==> src/rtl/mul_seq_ctrl.sv <==
// Iterative shift-add MULT/MULTU sequencer: one WIDTH+1-bit adder reused over WIDTH cycles,
// magnitudes multiplied unsigned and the sign applied once at the end.
module mul_seq_ctrl #(
   parameter int WIDTH = 32
) (
   input  logic             clk,
   input  logic             rst_n,
   input  logic             start,
   input  logic             sign,
   input  logic [WIDTH-1:0] a,
   input  logic [WIDTH-1:0] b,
   output logic             busy,
   output logic             done,
   output logic [WIDTH-1:0] hi,
   output logic [WIDTH-1:0] lo
);

   // state  | meaning
   // S_IDLE | waiting for start; hi/lo hold the last result
   // S_RUN  | one shift-add iteration per cycle, WIDTH iterations total
   // S_FIX  | apply sign to the magnitude product, load hi/lo, pulse done
   typedef enum logic [1:0] {S_IDLE, S_RUN, S_FIX} state_t;

   localparam int CW = $clog2(WIDTH) + 1;

   state_t             state_q;
   logic [WIDTH-1:0]   mcand_q;
   logic               neg_q;
   logic [WIDTH:0]     acc_hi_q;
   logic [WIDTH-1:0]   acc_lo_q;
   logic [CW-1:0]      count_q;
   logic [WIDTH-1:0]   hi_q;
   logic [WIDTH-1:0]   lo_q;
   logic               done_q;

   logic [WIDTH-1:0]   mag_a_d;
   logic [WIDTH-1:0]   mag_b_d;
   logic [WIDTH:0]     sum_d;
   logic [2*WIDTH-1:0] prod_raw_d;
   logic [2*WIDTH-1:0] prod_d;

   // -2^(W-1) negates to itself, which read unsigned is the correct magnitude
   always_comb begin
      mag_a_d    = (sign && a[WIDTH-1]) ? -a : a;
      mag_b_d    = (sign && b[WIDTH-1]) ? -b : b;
      sum_d      = acc_hi_q + (acc_lo_q[0] ? {1'b0, mcand_q} : '0);
      prod_raw_d = {acc_hi_q[WIDTH-1:0], acc_lo_q};
      prod_d     = neg_q ? -prod_raw_d : prod_raw_d;
   end

   always_ff @(posedge clk or negedge rst_n) begin
      if (!rst_n) begin
         state_q  <= S_IDLE;
         mcand_q  <= '0;
         neg_q    <= 1'b0;
         acc_hi_q <= '0;
         acc_lo_q <= '0;
         count_q  <= '0;
         hi_q     <= '0;
         lo_q     <= '0;
         done_q   <= 1'b0;
      end else begin
         done_q <= 1'b0;
         case (state_q)
            S_IDLE: begin
               if (start) begin
                  mcand_q  <= mag_a_d;
                  neg_q    <= sign & (a[WIDTH-1] ^ b[WIDTH-1]);
                  acc_hi_q <= '0;
                  acc_lo_q <= mag_b_d;
                  count_q  <= '0;
                  state_q  <= S_RUN;
               end
            end
            S_RUN: begin
               acc_hi_q <= {1'b0, sum_d[WIDTH:1]};
               acc_lo_q <= {sum_d[0], acc_lo_q[WIDTH-1:1]};
               count_q  <= count_q + CW'(1);
               if (count_q == CW'(WIDTH - 1)) begin
                  state_q <= S_FIX;
               end
            end
            S_FIX: begin
               hi_q    <= prod_d[2*WIDTH-1:WIDTH];
               lo_q    <= prod_d[WIDTH-1:0];
               done_q  <= 1'b1;
               state_q <= S_IDLE;
            end
            default: state_q <= S_IDLE;
         endcase
      end
   end

   assign busy = (state_q != S_IDLE);
   assign done = done_q;
   assign hi   = hi_q;
   assign lo   = lo_q;

endmodule

==> config.mk <==
export PLATFORM = sky130hd
export DESIGN_NAME = mul_seq_ctrl
export DESIGN_NICKNAME = d
export VERILOG_FILES = /design/src/rtl/mul_seq_ctrl.sv
export SDC_FILE = /design/constraint.sdc
export NUM_CORES = 1
export LEC_CHECK = 0
export BUFFER_PORTS_ARGS = -buffer_cell sky130_fd_sc_hd__buf_2
export CORE_MARGIN = 8
export CORE_UTILIZATION = 55
export CTS_CLUSTER_DIAMETER = 60
export CTS_CLUSTER_SIZE = 16
export DETAILED_ROUTE_END_ITERATION = 16
export PLACE_DENSITY = 0.76
export SYNTH_ARGS = -nofsm -noshare
export SYNTH_HDL_FRONTEND = slang
export SYNTH_SLANG_ARGS = --single-unit
==> constraint.sdc <==
create_clock -name clk -period 3.8 [get_ports clk]
set_input_delay 0.76 -clock clk [delete_from_list [all_inputs] [get_ports clk]]
set_output_delay 0.76 -clock clk [all_outputs]
set_load 0.005 [all_outputs]
==> results.md, run 1 <==
- Clk pwr share: 21.0%
- RSZ-0062 raised after global routing: no
- Postcts setup bufs: 0
- PortBufs: 133
- Min Tclk post-route: 3.29 ns
- DIE WIDTH: 156 µm
- Per-cell routed wire length: 17.8 µm
- P_int: 4770 µW
- Placed cell count: 1599
- Crit share post-route: 86.5%
- Share of cells above drive strength 1: 14.6%
- Core Region: 19400 µm²
- Top-area cell type share of the netlist area: 39.2%
- Clk pin slew, worst setup/hold paths: 0.07 ns
- Die footprint: 24500 µm²
- Syn_area_per_cell: 8.62 µm²
- Flop pwr share: 37.2%
- Sw Ratio: 43.3%
- Post-synth top flop: dfrtp_1
- Min setup slack post-route: 0.514 ns
- Slew HR: 41.6%
- Cell area after synthesis: 10900 µm²
- Initial Utilization: 55.9%
- Setup WS pre-CTS: 0.454 ns
- Clk buf depth: 2
- Slew @ Worst Pin: 0.876 ns
- TritonCTS Sinks: 170
- Startpoint types: flop
- Required time worst endpoint: 4.14 ns
- Final Slew Violations: 0
- DRC errors left: 0
- Iter 0 DRT Violations: 868
- CP dominant cell by count: o211ai_1
- Vias in the first global route: 9179
- ANT cells: 0
- Async S/R FF share, synth: 100%
- Largest net degree at the start of global routing: 93
- Final HPWL from detailed placement: 22100 µm
- Final wirelength: 29100 µm
- Top cell type by total area after synthesis: dfrtp_1
- Post-synth EDFFs: 0
- Resize count post-CTS: 0
- Synth top cells by count: o21ai_0 (190), dfrtp_1 (170), nand2_1 (163)
- Max Cap Viol: 0
- Detail Route Antenna Nets: 0
- PwrDens: 682 nW/µm²
- Fmax: 304 MHz
- CTS tree: built
- Root Buffer: clkbuf_16
- CTS buffer count: 17
- First-pass GRT wire length: 47300 µm
- Grt total ovfl: 0
- Top-count cell post-synth: o21ai_0
- Total iterations of the first detailed-routing run: 5
- Critical-path maximum fanout: 10
- Outcome: complete, no violations
- Peak supply drop: 394 µV
- Number of vias per cell: 5.84
- CP max stage delay: 0.46 ns
- Critical path type: reg2reg
- Hold-fix buffers at CTS: 0
- Skew final: 0.0113 ns
- NetSw: 3640 µW
- Post-synth cell types: 59
- Max stage delay cell, worst path: dfrtp_1
- Cell family with most CP delay: compound AO/OA/AOI/OAI gates
- Final hold vios: 0
- Fin Setup TNS: 0 ns
- Synth Register Bits: 170
- Area Overhead vs Synth: 13.6%
- CP Data Arrival Time: 3.63 ns
- Sequential-to-total area share from yosys stat: 39.2%
- Finish-stage setup viols: 0
- Routability cong.: 0.982
- Combinational fraction of design power: 41.9%
- Largest cells by area after synthesis: dfrtp_1 (39%), o21ai_0 (8.8%), xor2_1 (7.7%)
- Via count: 9526
- Gr usage total: 23.9%
- Yosys warns: 0
- # rows: 51
- Top Ports: 134
- Post-Layout Cell Count: 1631
- Leak: 0.00550 µW
- H-tree depth: 4
- Layout Nets: 1458
- Critical-path cell list: and2_1 -> ha_1 -> inv_1 -> fa_1 -> nor2b_1 -> o211ai_1 -> a21oi_1 -> o211ai_1 -> a2111o_1 -> a21boi_0 -> o2111ai_1 -> a32oi_1
- Die Ht: 156 µm
- CP bufs+invs: 1
- Synth Net Count: 1364
- Final core utilization: 63.5%
- Initial antenna violation count: 0
- Worst setup EP type: flop
- Clock insertion delay at the later pin of the skew report: 0.43 ns
- Synthesized instance count: 1259
- Worst Hold Class: in2async
-- power by group through the flow --
stage / Sequential (µW) / Clock (µW) / Combinational [µW]
after floorplan: 2780 / 0 / 2740
after global placement: 3090 / 0 / 3400
final: 3120 / 1770 / 3520
after detailed placement: 3110 / 0 / 3470
after global routing: 3190 / 1860 / 3950
after CTS: 3090 / 1790 / 3510
-- routing by layer --
metal | vias to the layer above | GRT usage (%) | wire length, µm | share of wire (%)
met5 | - | 0 | 0 | 0
met4 | 0 | 7.41 | 514 | 1.8
met3 | 42 | 3.81 | 1740 | 6.0
met2 | 298 | 36.9 | 13200 | 45
met1 | 4480 | 34.0 | 13600 | 47
li1 | 4706 | - | - | -
-- flip-flops by register name, indices dropped and copies added, names as in the netlist --
signal,count
acc_hi_q,32
acc_lo_q,32
hi,32
lo,32
mcand_q,32
count_q,6
state_q,2
done,1
neg_q,1
-- metrics by stage --
stage               hold WS (ns)  cell area [µm²]  power (µW)
floorplan                  0.442            10900        5520
global placement           0.456            11700        6490
detailed placement         0.465            11700        6590
CTS                        0.274            12300        8380
global route               0.297            12300        9000
finish                     0.260            12300        8410
-- worst paths after layout --
path	from	end	slack, ns	cells past startpoint
setup / recovery	acc_lo_q[0]$_DFFE_PN0P_	acc_hi_q[31]$_DFFE_PN0P_	0.51	12
hold / removal	rst_n	mcand_q[18]$_DFFE_PN0P_	0.26	1
setup reg to reg	acc_lo_q[0]$_DFFE_PN0P_	acc_hi_q[31]$_DFFE_PN0P_	0.51	12
hold reg to reg	lo[10]$_DFFE_PN0P_	lo[10]$_DFFE_PN0P_	0.48	2
max in group asynchronous	rst_n	acc_hi_q[5]$_DFFE_PN0P_	2.57	2
min in group clk	lo[10]$_DFFE_PN0P_	lo[10]$_DFFE_PN0P_	0.48	2
-- cells in the final DEF, fill, tap and decap left out, types with 14 or more instances in the layout --
cell,synthesis,routed
nand3_1,41,41
nand2_1,163,162
o31ai_1,23,23
inv_1,20,20
o41ai_1,15,15
ha_1,36,36
clkbuf_16,0,17
a21oi_1,48,48
xor2_1,95,95
and2_1,38,38
a21o_1,23,23
dfrtp_1,170,170
nor2_1,54,53
o21ai_0,190,190
xnor2_1,54,54
buf_2,0,132
a22oi_1,31,31
nor3_1,21,21
or3_1,14,14
-- layout make-up --
type	instances	area, µm²
fill	1719	7070
multi-input combinational	999	6280
sequential	170	4250
timing repair buffer	145	774
clock buffer	17	425
tap	265	332
clock inverter	15	181
inverter	20	75.1
-- cells by family (layout without fill, tap and decap cells) --
family	Yosys count	in the layout	share of synthesized area, %
flip-flops	170	170	39.2
adder cells (fa/ha/maj)	37	37	4.33
AO/OA/AOI/OAI	398	398	22.4
buffers and inverters	90	197	3.11
XOR/XNOR	149	149	12.0
AND/OR/NAND/NOR	413	413	18.7
multiplexers	2	2	0.184
No activity file was read; power rests on OpenSTA's default activity.
==> run 2: changes to the inputs <==
--- a/config.mk
+++ b/config.mk
@@ -11,7 +11,9 @@
 export CTS_CLUSTER_DIAMETER = 60
 export CTS_CLUSTER_SIZE = 16
 export DETAILED_ROUTE_END_ITERATION = 16
+export GPL_TIMING_DRIVEN = 1
 export PLACE_DENSITY = 0.76
+export RECOVER_POWER = 100
 export SYNTH_ARGS = -nofsm -noshare
 export SYNTH_HDL_FRONTEND = slang
 export SYNTH_SLANG_ARGS = --single-unit
==> run 2 against run 1 <==
The run now ends with capacitance limit, slew limit left. Largest power group unchanged. Routed wire length grew 0.40%. Design area fell by 0.78%. Total power is 0.23% lower. Critical endpoint unchanged. Worst hold slack gained 0.22 ns. Clock skew decreased by 0.0012 ns. Sequential share of layout area rose by 0.27 points. First-iteration DRC count decreased by 2.4%. Setup slack improved by 0.0016 ns.
==> results.md, run 2 (same netlist as run 1, synthesis figures left out) <==
- Detail Route Antenna Nets: 0 (unchanged)
- Total iterations of the first detailed-routing run: 5 (unchanged)
- Via count: 9519 (-0.073%)
- Hold path depth: 2
- Hold-fix buffers at CTS: 0 (unchanged)
- Initial antenna violation count: 0 (unchanged)
- HP Start: mcand_q[25]$_DFFE_PN0P_
- R2R Setup Slk: 0.52 ns (about the same)
- CP Data Arrival Time: 3.63 ns (about the same)
- First-pass GRT wire length: 47300 µm (unchanged)
- Die Ht: 156 µm (unchanged)
- CP startpoint: acc_lo_q[0]$_DFFE_PN0P_
- Postcts setup bufs: 0 (unchanged)
- CTS buffer count: 17 (unchanged)
- Layout Nets: 1458 (unchanged)
- Final hold vios: 0 (unchanged)
- Most frequent cells in the layout: o21ai_0 (198), dfrtp_1 (170), nand2_1 (162), xor2_1 (95), buf_2 (89)
- Clock insertion delay at the later pin of the skew report: 0.43 ns (about the same)
- Number of vias per cell: 5.84 (about the same)
- H-tree depth: 4 (unchanged)
- Worst setup EP type: flop
- Share of cells above drive strength 1: 10.9% (-3.7 points)
- Slew HR: -85.3% (-130 points)
- Routability cong.: 0.982 (unchanged)
- Min Tclk post-route: 3.28 ns (-0.00159 ns)
- Root Buffer: clkbuf_16
- Largest net degree at the start of global routing: 93 (unchanged)
- Grt total ovfl: 0 (unchanged)
- Top Ports: 134 (unchanged)
- Failing checks: capacitance limit, slew limit
- Dpl cell area: 11700 µm² (unchanged)
- Iter 0 DRT Violations: 847 (-2.4%)
- TritonCTS Sinks: 170 (unchanged)
- Initial Utilization: 55.9% (unchanged)
- Worst R2R Start: acc_lo_q[0]$_DFFE_PN0P_
- PwrDens: 686 nW/µm² (+0.55%)
- Fillers: 1755 (+2.1%)
- Worst reg2reg path depth: 12 (unchanged)
- Gr usage total: 23.9% (unchanged)
- DIE WIDTH: 156 µm (unchanged)
- Die footprint: 24500 µm² (unchanged)
- Peak supply drop: 400 µV (+1.7%)
- Leak: 0.00534 µW (-3.0%)
- Outcome: finished with violations
- Area Overhead vs Synth: 12.7%
- Resize count post-CTS: 0 (unchanged)
- Worst Hold Class: reg2reg
- DRC errors left: 0 (unchanged)
- Finish-stage setup viols: 0 (unchanged)
- Design area: 12200 µm² (-0.78%)
- Required time worst endpoint: 4.15 ns (about the same)
- Clk pin slew, worst setup/hold paths: 0.07 ns (about the same)
- RSZ-0062 raised after global routing: no
- Worst hold endpoint: mcand_q[25]$_DFFE_PN0P_
- Commonest non-fill, non-tap cell in the layout: o21ai_0
- Vias in the first global route: 9179 (unchanged)
- Slew @ Worst Pin: 2.78 ns (+1.90 ns)
- Per-cell routed wire length: 17.9 µm (+0.40%)
- Worst hold margin: 0.475 ns (+0.215 ns)
- Overall Power: 8390 µW (-0.23%)
- Critical path type: reg2reg
- Startpoint types: flop
- PortBufs: 133 (unchanged)
- Final Slew Violations: 177 (+177)
- Final wirelength: 29200 µm (+0.40%)
- Crit share post-route: 86.4% (about the same)
- Core Region: 19400 µm² (unchanged)
- Reg-to-Reg End: acc_hi_q[31]$_DFFE_PN0P_
- CTS tree: built
- ANT cells: 0 (unchanged)
- Fin Setup TNS: 0 ns (unchanged)
- Skew final: 0.0100 ns (-0.00122 ns)
- Final HPWL from detailed placement: 22100 µm (unchanged)
- Fmax: 304 MHz (about the same)
- # rows: 51 (unchanged)
- Critical-path maximum fanout: 10 (unchanged)
- Clk buf depth: 2 (unchanged)
- Max Cap Viol: 3 (+3)
==> run 2: critical path, cell delays in order (launching register included) <==
cell       delay (ns)
dfrtp_1          0.46
and2_0           0.16
ha_1             0.18
inv_1            0.06
fa_1             0.41
nor2b_1          0.17
o211ai_1         0.17
a21oi_1          0.22
o211ai_1         0.14
a2111o_1         0.46
a21boi_0         0.37
o2111ai_1        0.19
a32oi_1          0.22
==> run 2: per-stage QoR <==
stage          util [%]  std cells  worst slack (ns)
6_report           63.0       1631             0.516
5_1_grt            63.0       1631             0.155
4_1_cts            63.5       1631             0.545
3_5_place_dp       60.4       1599             0.454
3_3_place_gp       60.4       1599             0.472
2_1_floorplan         -       1259             0.802
==> run 2: routing by layer <==
| metal | share of wire, % | wire [µm] | vias up | global-route usage [%] |
|---|---|---|---|---|
| met4 | 1.8 | 516 | 0 | 7.41 |
| met3 | 6.5 | 1880 | 39 | 3.81 |
| met5 | 0 | 0 | - | 0 |
| li1 | - | - | 4709 | - |
| met2 | 45 | 13200 | 318 | 36.9 |
| met1 | 47 | 13600 | 4453 | 34.0 |
==> run 2: where the power goes <==
part	total, µW	internal, µW	switching (µW)
logic	3500	1510	1980
clock network	1770	943	827
registers	3120	2300	823
total	8390	4760	3630
==> run 2: final cells by class <==
class / instances / area [µm²] / area share [%]
clock buffers: 17 / 425 / 3.48
multi-input cells: 999 / 6260 / 51.2
repair buffers: 145 / 702 / 5.74
clock inverters: 15 / 181 / 1.48
flip-flops and latches: 170 / 4250 / 34.8
inverters: 20 / 75.1 / 0.614
well taps: 265 / 332 / 2.71
==> run 2: worst max path at each step <==
stage / to / slack [ns] / cells past startpoint
2_1_floorplan: acc_lo_q[27]$_DFFE_PN0P_ / 0.80 / 8
3_3_place_gp: acc_lo_q[27]$_DFFE_PN0P_ / 0.47 / 9
3_5_place_dp: acc_lo_q[27]$_DFFE_PN0P_ / 0.45 / 9
4_1_cts: acc_hi_q[28]$_DFFE_PN0P_ / 0.54 / 11
5_1_grt: hi[10]$_DFFE_PN0P_ / 0.15 / 3
6_report: acc_hi_q[31]$_DFFE_PN0P_ / 0.52 / 12
